### src/rtl/hfrv_trace_buffer.sv
// hfrv_trace_buffer
// -----------------------------------------------------------------------------
// Purpose:
//   On-chip retire-trace capture buffer for the HF-RISC debug flow. It records
//   retired-instruction events ({pc, instruction, sequence number}) into a small
//   circular buffer. The buffer is drained oldest-first over a
//   first-word-fall-through valid/ready port. Three capture modes are supported:
//     WRAP (0) : keep the newest DEPTH events and overwrite the oldest.
//     STOP (1) : keep the first DEPTH events and discard the rest.
//     TRIG (2) : wrap until ev_pc matches trig_addr, record post_count more
//                events, then freeze.
//     3        : reserved, behaves as STOP.
//
// Ports:
//   clk, reset            rising-edge clock, synchronous active-high reset
//   arm                   pulse: clear the buffer, latch the config, start capture
//   mode, trig_addr,      capture configuration, sampled on arm
//   post_count
//   ev_valid, ev_pc,      retire event from the core
//   ev_instr
//   rd_valid, rd_ready    drain handshake (pop on rd_valid && rd_ready)
//   rd_pc, rd_instr,      head entry, forced to 0 while the buffer is empty
//   rd_seq
//   count                 number of valid entries
//   capturing             high in CAPTURE or POST
//   triggered             trigger has matched in the current run
//   dropped               events lost or overwritten, saturating
// -----------------------------------------------------------------------------
module hfrv_trace_buffer #(
    parameter int XLEN  = 32,
    parameter int DEPTH = 16,
    parameter int SEQ_W = 16,
    localparam int AW   = $clog2(DEPTH)
) (
    input  logic             clk,
    input  logic             reset,
    input  logic             arm,
    input  logic [1:0]       mode,
    input  logic [XLEN-1:0]  trig_addr,
    input  logic [AW:0]      post_count,
    input  logic             ev_valid,
    input  logic [XLEN-1:0]  ev_pc,
    input  logic [31:0]      ev_instr,
    output logic             rd_valid,
    input  logic             rd_ready,
    output logic [XLEN-1:0]  rd_pc,
    output logic [31:0]      rd_instr,
    output logic [SEQ_W-1:0] rd_seq,
    output logic [AW:0]      count,
    output logic             capturing,
    output logic             triggered,
    output logic [SEQ_W-1:0] dropped
);

    localparam logic [1:0] S_IDLE    = 2'd0;
    localparam logic [1:0] S_CAPTURE = 2'd1;
    localparam logic [1:0] S_POST    = 2'd2;
    localparam logic [1:0] S_FROZEN  = 2'd3;

    localparam logic [1:0] MODE_WRAP = 2'd0;
    localparam logic [1:0] MODE_TRIG = 2'd2;

    localparam logic [AW:0] FULL_CNT = DEPTH[AW:0];
    localparam logic [AW:0] ONE_CNT  = {{AW{1'b0}}, 1'b1};

    logic [1:0]       state;
    logic [AW-1:0]    wr_ptr;
    logic [AW-1:0]    rd_ptr;
    logic [AW:0]      cnt;
    logic [AW:0]      remaining;
    logic [SEQ_W-1:0] seq;
    logic [SEQ_W-1:0] drop_cnt;
    logic             trig_seen;
    logic [1:0]       mode_q;
    logic [XLEN-1:0]  trig_q;
    logic [AW:0]      post_q;

    logic [XLEN-1:0]  pc_mem    [DEPTH];
    logic [31:0]      instr_mem [DEPTH];
    logic [SEQ_W-1:0] seq_mem   [DEPTH];

    logic active;
    logic accept;
    logic is_empty;
    logic is_full;
    logic do_pop;
    logic wrap_mode;
    logic do_write;
    logic overwrite;
    logic do_drop;
    logic trig_match;

    // Event classification. A pop in the same cycle frees a slot before the
    // push, so a full buffer with a concurrent pop neither overwrites nor drops.
    // Mode 3 is not a wrap mode, so it falls through to STOP behaviour.
    always_comb begin
        active     = (state == S_CAPTURE) || (state == S_POST);
        accept     = ev_valid && active;
        is_empty   = (cnt == '0);
        is_full    = (cnt == FULL_CNT);
        do_pop     = !is_empty && rd_ready;
        wrap_mode  = (mode_q == MODE_WRAP) || (mode_q == MODE_TRIG);
        do_write   = accept && (!is_full || do_pop || wrap_mode);
        overwrite  = accept && is_full && !do_pop && wrap_mode;
        do_drop    = accept && is_full && !do_pop;
        trig_match = accept && (state == S_CAPTURE) && (mode_q == MODE_TRIG) &&
                     !trig_seen && (ev_pc == trig_q);
    end

    // Control state, pointers and counters. Reset beats arm, and arm beats
    // any event or pop in the same cycle.
    always_ff @(posedge clk) begin
        if (reset) begin
            state     <= S_IDLE;
            wr_ptr    <= '0;
            rd_ptr    <= '0;
            cnt       <= '0;
            remaining <= '0;
            seq       <= '0;
            drop_cnt  <= '0;
            trig_seen <= 1'b0;
            mode_q    <= '0;
            trig_q    <= '0;
            post_q    <= '0;
        end else if (arm) begin
            state     <= S_CAPTURE;
            wr_ptr    <= '0;
            rd_ptr    <= '0;
            cnt       <= '0;
            remaining <= '0;
            seq       <= '0;
            drop_cnt  <= '0;
            trig_seen <= 1'b0;
            mode_q    <= mode;
            trig_q    <= trig_addr;
            post_q    <= post_count;
        end else begin
            if (do_write) begin
                wr_ptr <= wr_ptr + 1'b1;
            end
            // An overwrite evicts the oldest entry, so the head moves too.
            if (do_pop || overwrite) begin
                rd_ptr <= rd_ptr + 1'b1;
            end
            if (do_write && !do_pop && !overwrite) begin
                cnt <= cnt + 1'b1;
            end else if (!do_write && do_pop) begin
                cnt <= cnt - 1'b1;
            end
            // Sequence numbers advance even for dropped events so gaps show up.
            if (accept) begin
                seq <= seq + 1'b1;
            end
            if (do_drop && (drop_cnt != '1)) begin
                drop_cnt <= drop_cnt + 1'b1;
            end
            if (trig_match) begin
                trig_seen <= 1'b1;
                if (post_q == '0) begin
                    state <= S_FROZEN;
                end else begin
                    state     <= S_POST;
                    remaining <= post_q;
                end
            end else if ((state == S_POST) && accept) begin
                remaining <= remaining - 1'b1;
                if (remaining == ONE_CNT) begin
                    state <= S_FROZEN;
                end
            end
        end
    end

    // Entry storage; no reset needed because empty entries are never shown.
    always_ff @(posedge clk) begin
        if (!reset && !arm && do_write) begin
            pc_mem[wr_ptr]    <= ev_pc;
            instr_mem[wr_ptr] <= ev_instr;
            seq_mem[wr_ptr]   <= seq;
        end
    end

    always_comb begin
        rd_valid  = !is_empty;
        rd_pc     = is_empty ? '0 : pc_mem[rd_ptr];
        rd_instr  = is_empty ? '0 : instr_mem[rd_ptr];
        rd_seq    = is_empty ? '0 : seq_mem[rd_ptr];
        count     = cnt;
        capturing = active;
        triggered = trig_seen;
        dropped   = drop_cnt;
    end

endmodule

### config.mk
export PLATFORM = sky130hd
export DESIGN_NAME = hfrv_trace_buffer
export DESIGN_NICKNAME = d
export VERILOG_FILES = /design/src/rtl/hfrv_trace_buffer.sv
export SDC_FILE = /design/constraint.sdc
export NUM_CORES = 1
export LEC_CHECK = 0
export BUFFER_PORTS_ARGS = -buffer_cell sky130_fd_sc_hd__clkbuf_2
export CAP_MARGIN = 20
export CORE_UTILIZATION = 30
export CTS_CLUSTER_SIZE = 30
export DETAILED_ROUTE_END_ITERATION = 7
export HOLD_SLACK_MARGIN = 0.15
export PLACE_DENSITY_LB_ADDON = 0.3
export SYNTH_ARGS = -nofsm -noshare
export SYNTH_HDL_FRONTEND = slang
export SYNTH_SLANG_ARGS = --single-unit
export TNS_END_PERCENT = 20
### constraint.sdc
create_clock -name clk -period 17.93 [get_ports clk]
set_input_delay 3.586 -clock clk [delete_from_list [all_inputs] [get_ports clk]]
set_output_delay 3.586 -clock clk [all_outputs]
set_load 0.01 [all_outputs]
======== After elaboration in Yosys (flattened, before gate mapping) ========
Memory sizes are Yosys's and may differ from the RTL's. A register that Yosys moved wholly into a read port is not among the register bits.
Index checks and enable logic that the tools add are counted.
word-level totals
  flip-flop bits (word level) ............. 92
  RAM bits ................................ 1280
  input bits .............................. 108
  word-level logic and storage cells ...... 93
  memories ................................ 3
memories
  memory     words  bits a word  read ports  clocked after Yosys merged registers in  write ports  RTL line  source
  instr_mem  16     32           1           1                                        1            79        logic [31:0] instr_mem [DEPTH];
  pc_mem     16     32           1           1                                        1            78        logic [XLEN-1:0] pc_mem [DEPTH];
  seq_mem    16     16           1           1                                        1            80        logic [SEQ_W-1:0] seq_mem [DEPTH];
cells by class
  add/sub/neg operators ................... 7
  eq/ne operators ......................... 8
  mux-type cells .......................... 21
  reduce and logical (&&, ||, !) cells .... 42
operators by type and width
  cell                                                                    count
  32-bit two-way mux                                                      2
  16-bit by 1-bit adder with 16-bit output (second input constant)        2
  32-bit equality test                                                    1
  5-bit two-way mux                                                       5
  4-bit two-way mux                                                       6
  1-bit logical AND                                                       17
  16-bit two-way mux                                                      1
  16-bit != test (second input constant)                                  1
  5-bit zero test                                                         2
  5-bit by 1-bit subtractor with 5-bit output (second input constant)     2
  4-bit by 1-bit adder with 4-bit output (second input constant)          2
  1-bit zero test                                                         8
  2-bit two-way mux                                                       3
  2-bit AND reduction                                                     3
  2-bit nonzero test                                                      3
  3-bit nonzero test                                                      2
  5-bit by 1-bit adder with 5-bit output (second input constant)          1
  5-bit by 1-bit equality test with 1-bit output (second input constant)  1
  5-bit equality test (second input constant)                             1
  1-bit logical OR                                                        5
  2-bit equality test (second input constant)                             2
  1-bit two-way mux                                                       4
  2-bit by 1-bit equality test with 1-bit output (second input constant)  1
  2-bit zero test                                                         1
  other kinds (2)                                                         2

======== Longest topological paths before layout ========
  word-level depth ........................ 10
  mapped depth ............................ 14
  gate-level depth less buffers ........... 13

======== Worst setup path before layout ========
Ideal clock, no wire load.
  kind .................................... in2reg
  start point ............................. input ev_valid
  end point ............................... memory instr_mem[2][0] (enable)
  arrival time ............................ 9846 ps
  data required time ...................... 17314 ps
  slack ................................... 7468 ps
  stages .................................. 5
  buffers on the path ..................... 1
  path through ............................ nand2b_1 -> clkbuf_1 -> a21oi_2 -> nand3_1 -> nor3_1
on the way
  longest elaborated chain between the ends .. 5
ends and longest elaborated chain
  element                                  RTL line  source
  from (decl)                              41        input logic ev_valid,
  1-bit logical AND                        98        accept = ev_valid && active;
  1-bit logical AND                        103       do_write = accept && (!is_full || do_pop || wrap_mode);
  1-bit logical AND                        176       if (!reset && !arm && do_write) begin
  1-bit two-way mux                        176
  1-bit two-way mux (implied by the code)  178       instr_mem[wr_ptr] <= ev_instr;
  to (decl)                                79
No other way between the ends.

==> results_dict.tcl <==
set metrics [dict create \
    postLayoutCoreUtil_pct 35.3 \
    die_h_um 422 \
    grt_setup_unrepaired "no" \
    synth.distinct_cells 44 \
    worst_pin_slew_ps 1150 \
    multi_input_area_mm2 0.0122 \
    final_cell_count_no_fill 5106 \
    peakVddDrop_mv 0.0894 \
    cts_resized 0 \
    ant_nets 0 \
    swShare_pct 21.9 \
    finalHoldViolations 0 \
    p_leak_uw 0.0194 \
    rows 153 \
    cts_root_buf "clkbuf_16" \
    via_per_inst 4.86 \
    synth_area_leader_cell "edfxtp_1" \
    min_period_ps 8480 \
    numPortBuffers 211 \
    regArea_mm2 0.0404 \
    synth-edff-count 1280 \
    htree_levels 4 \
    ys_async_sr_fraction_pct 0 \
    internal_power_uw 5310 \
    syn_nets 2496 \
    maxSlewViolCount 0 \
    slowest_stage "buf_4" \
    netlist.area_leader.share_pct 72.6 \
    finalWorstSetupSlack_ps 9450 \
    relSlewSlack_pct 23.5 \
    crit_type "reg2out" \
    dp_cells 4837 \
    floorplan.initialDensity_pct 30.3 \
    synthCells 2373 \
    cp_max_fo 48 \
    nets 2787 \
    grt_pass1_vias 26000 \
    start_kind "flip-flop" \
    clockBufferDepth 3 \
    crit_arrival_ps 4900 \
    ctsHoldBuffers 0 \
    tritoncts "built" \
    drc 0 \
    cts_buffers 150 \
    hp-class "reg2reg" \
    ys_seq_area_share_pct 76.2 \
    clkSinkCount 1376 \
    cpPeakStageDelay_ps 880 \
    grt_pass1_wl_um 190000 \
    drt_wl_total_um 132000 \
    fin_crit_sh_pct 47.3 \
    synth-main-ff-cell "edfxtp_1" \
    path_cells "buf_4 -> buf_4 -> mux4_2 -> mux4_2 -> and2_1 -> clkbuf_2" \
    setup_viol 0 \
    synth.most_common_cell "edfxtp_1" \
    fillers 16200 \
    die_w_um 422 \
    synthToLayoutAreaGrowth_pct 16.4 \
    post_cts_buffers 0 \
    fmax_mhz 118 \
    clkLatencyLatePin_ps 780 \
    drtIter0Drc 2030 \
    place.gp.congestion 0.706 \
    drtPass1Iterations 6 \
    clk_pin_slew_ps 60 \
    pwr-share-seq_pct 51.7 \
    ios 212 \
    place_hpwl_um 69900 \
    status "finished clean" \
    setup_tns_ps 0 \
    die-area_mm2 0.178 \
    grt.total_usage_pct 14.8 \
    wl_per_cell_um 25.9 \
    synth.cell_area_mm2 0.0530 \
    switching_power_uw 1490 \
    synth_commonest_cells "1,280 x edfxtp_1, 400 x mux4_2, 103 x nor2_1" \
    synth_area_leaders "edfxtp_1 73%, mux4_2 17%, dfxtp_1 3.6%" \
    comb_power_share_pct 4.8 \
    finClkSkew_ps 39.7 \
    endpoint_kind "output pin" \
    worstPathRequired_ps 14340 \
    grt_max_degree 144 \
    yosys_warnings 0 \
    power.density_mw_per_mm2 110 \
    drive_gt1_share_pct 32.0 \
    ys_ff_latch 1376 \
    post-place-ws_ps 9920 \
    avgSynthCellArea_um2 22.3 \
    p_clk_share_pct 43.5 \
    num_vias 24800 \
    overflow 0 \
    core_area_mm2 0.175 \
    maxCapViolCount 0 \
    antenna_found_initial 19 \
    holdWs_ps 500 \
]
[state kept, by name (all words and copies together) (netlist names), 5 cells and up, named ones only]
register and cells:
count 5, dropped 16, instr_mem 512, pc_mem 512
post_q 5, remaining 5, seq 16, seq_mem 256
trig_q 32
[final timing paths]
path              from                to  slack (ps)  depth (start not counted)
max          flip-flop         rd_pc[13]        9450                          6
min          rd_ptr[1]         flip-flop         500                          2
max reg2reg   state[0]  instr_mem[5][14]       13210                          8
min reg2reg  rd_ptr[1]         flip-flop         500                          2
[routing by layer]
metal / track usage (%) / routed length (µm)
met1: 20.0 / 57600
met2: 24.5 / 65500
met3: 2.93 / 6800
met4: 3.33 / 2250
met5: 0 / 112
[critical path, delay by kind of cell, from the launching register on]
family                 cells  cell delay, ps
muxes                      2            1090
DFF                        1             840
and+or+nand+nor            1             240
buffers and inverters      3            1910
[stage by stage]
| step | area, µm² | total power [µW] |
|---|---|---|
| 6_report | 61700 | 6800 |
| 5_1_grt | 61700 | 7020 |
| 3_3_place_gp | 57000 | 3920 |
| 3_5_place_dp | 57000 | 3930 |
| 2_1_floorplan | 53000 | 3760 |
| 4_1_cts | 61700 | 6890 |
[final cells by class]
| class | count | area share [%] |
|---|---|---|
| Antenna cell | 1 | 0.00406 |
| Clock buffer | 186 | 6.37 |
| Clock inverter | 82 | 1.24 |
| Inverter | 11 | 0.0669 |
| Multi-Input combinational cell | 866 | 19.8 |
| Sequential cell | 1376 | 65.5 |
| Tap cell | 2325 | 4.72 |
| Timing Repair Buffer | 259 | 2.36 |
[cells in the final DEF (no fill, tap or decap), types with 37 or more instances in the layout]
cell,n
and2_1,82
clkinv_1,37
mux2i_1,45
nor2_1,91
edfxtp_1,1280
mux4_2,400
clkbuf_2,210
dfxtp_1,92
clkbuf_16,151
buf_4,45
xor2_1,50
[power by group through the flow]
stage / clock network [µW] / registers [µW] / logic (µW)
2_1_floorplan: 0 / 3580 / 183
3_3_place_gp: 0 / 3580 / 339
3_5_place_dp: 0 / 3580 / 341
4_1_cts: 3030 / 3520 / 342
5_1_grt: 3140 / 3520 / 358
6_report: 2950 / 3520 / 326
[cell families after synthesis]
family	share of synthesized area (%)
and+or+nand+nor	2.92
DFF	76.2
AOI/OAI and AO/OA	0.534
muxes	17.9
buffers and inverters	1.00
xor gates and xnor gates	1.07
adders and majority gates	0.368
(Power assumes the default switching activity.)
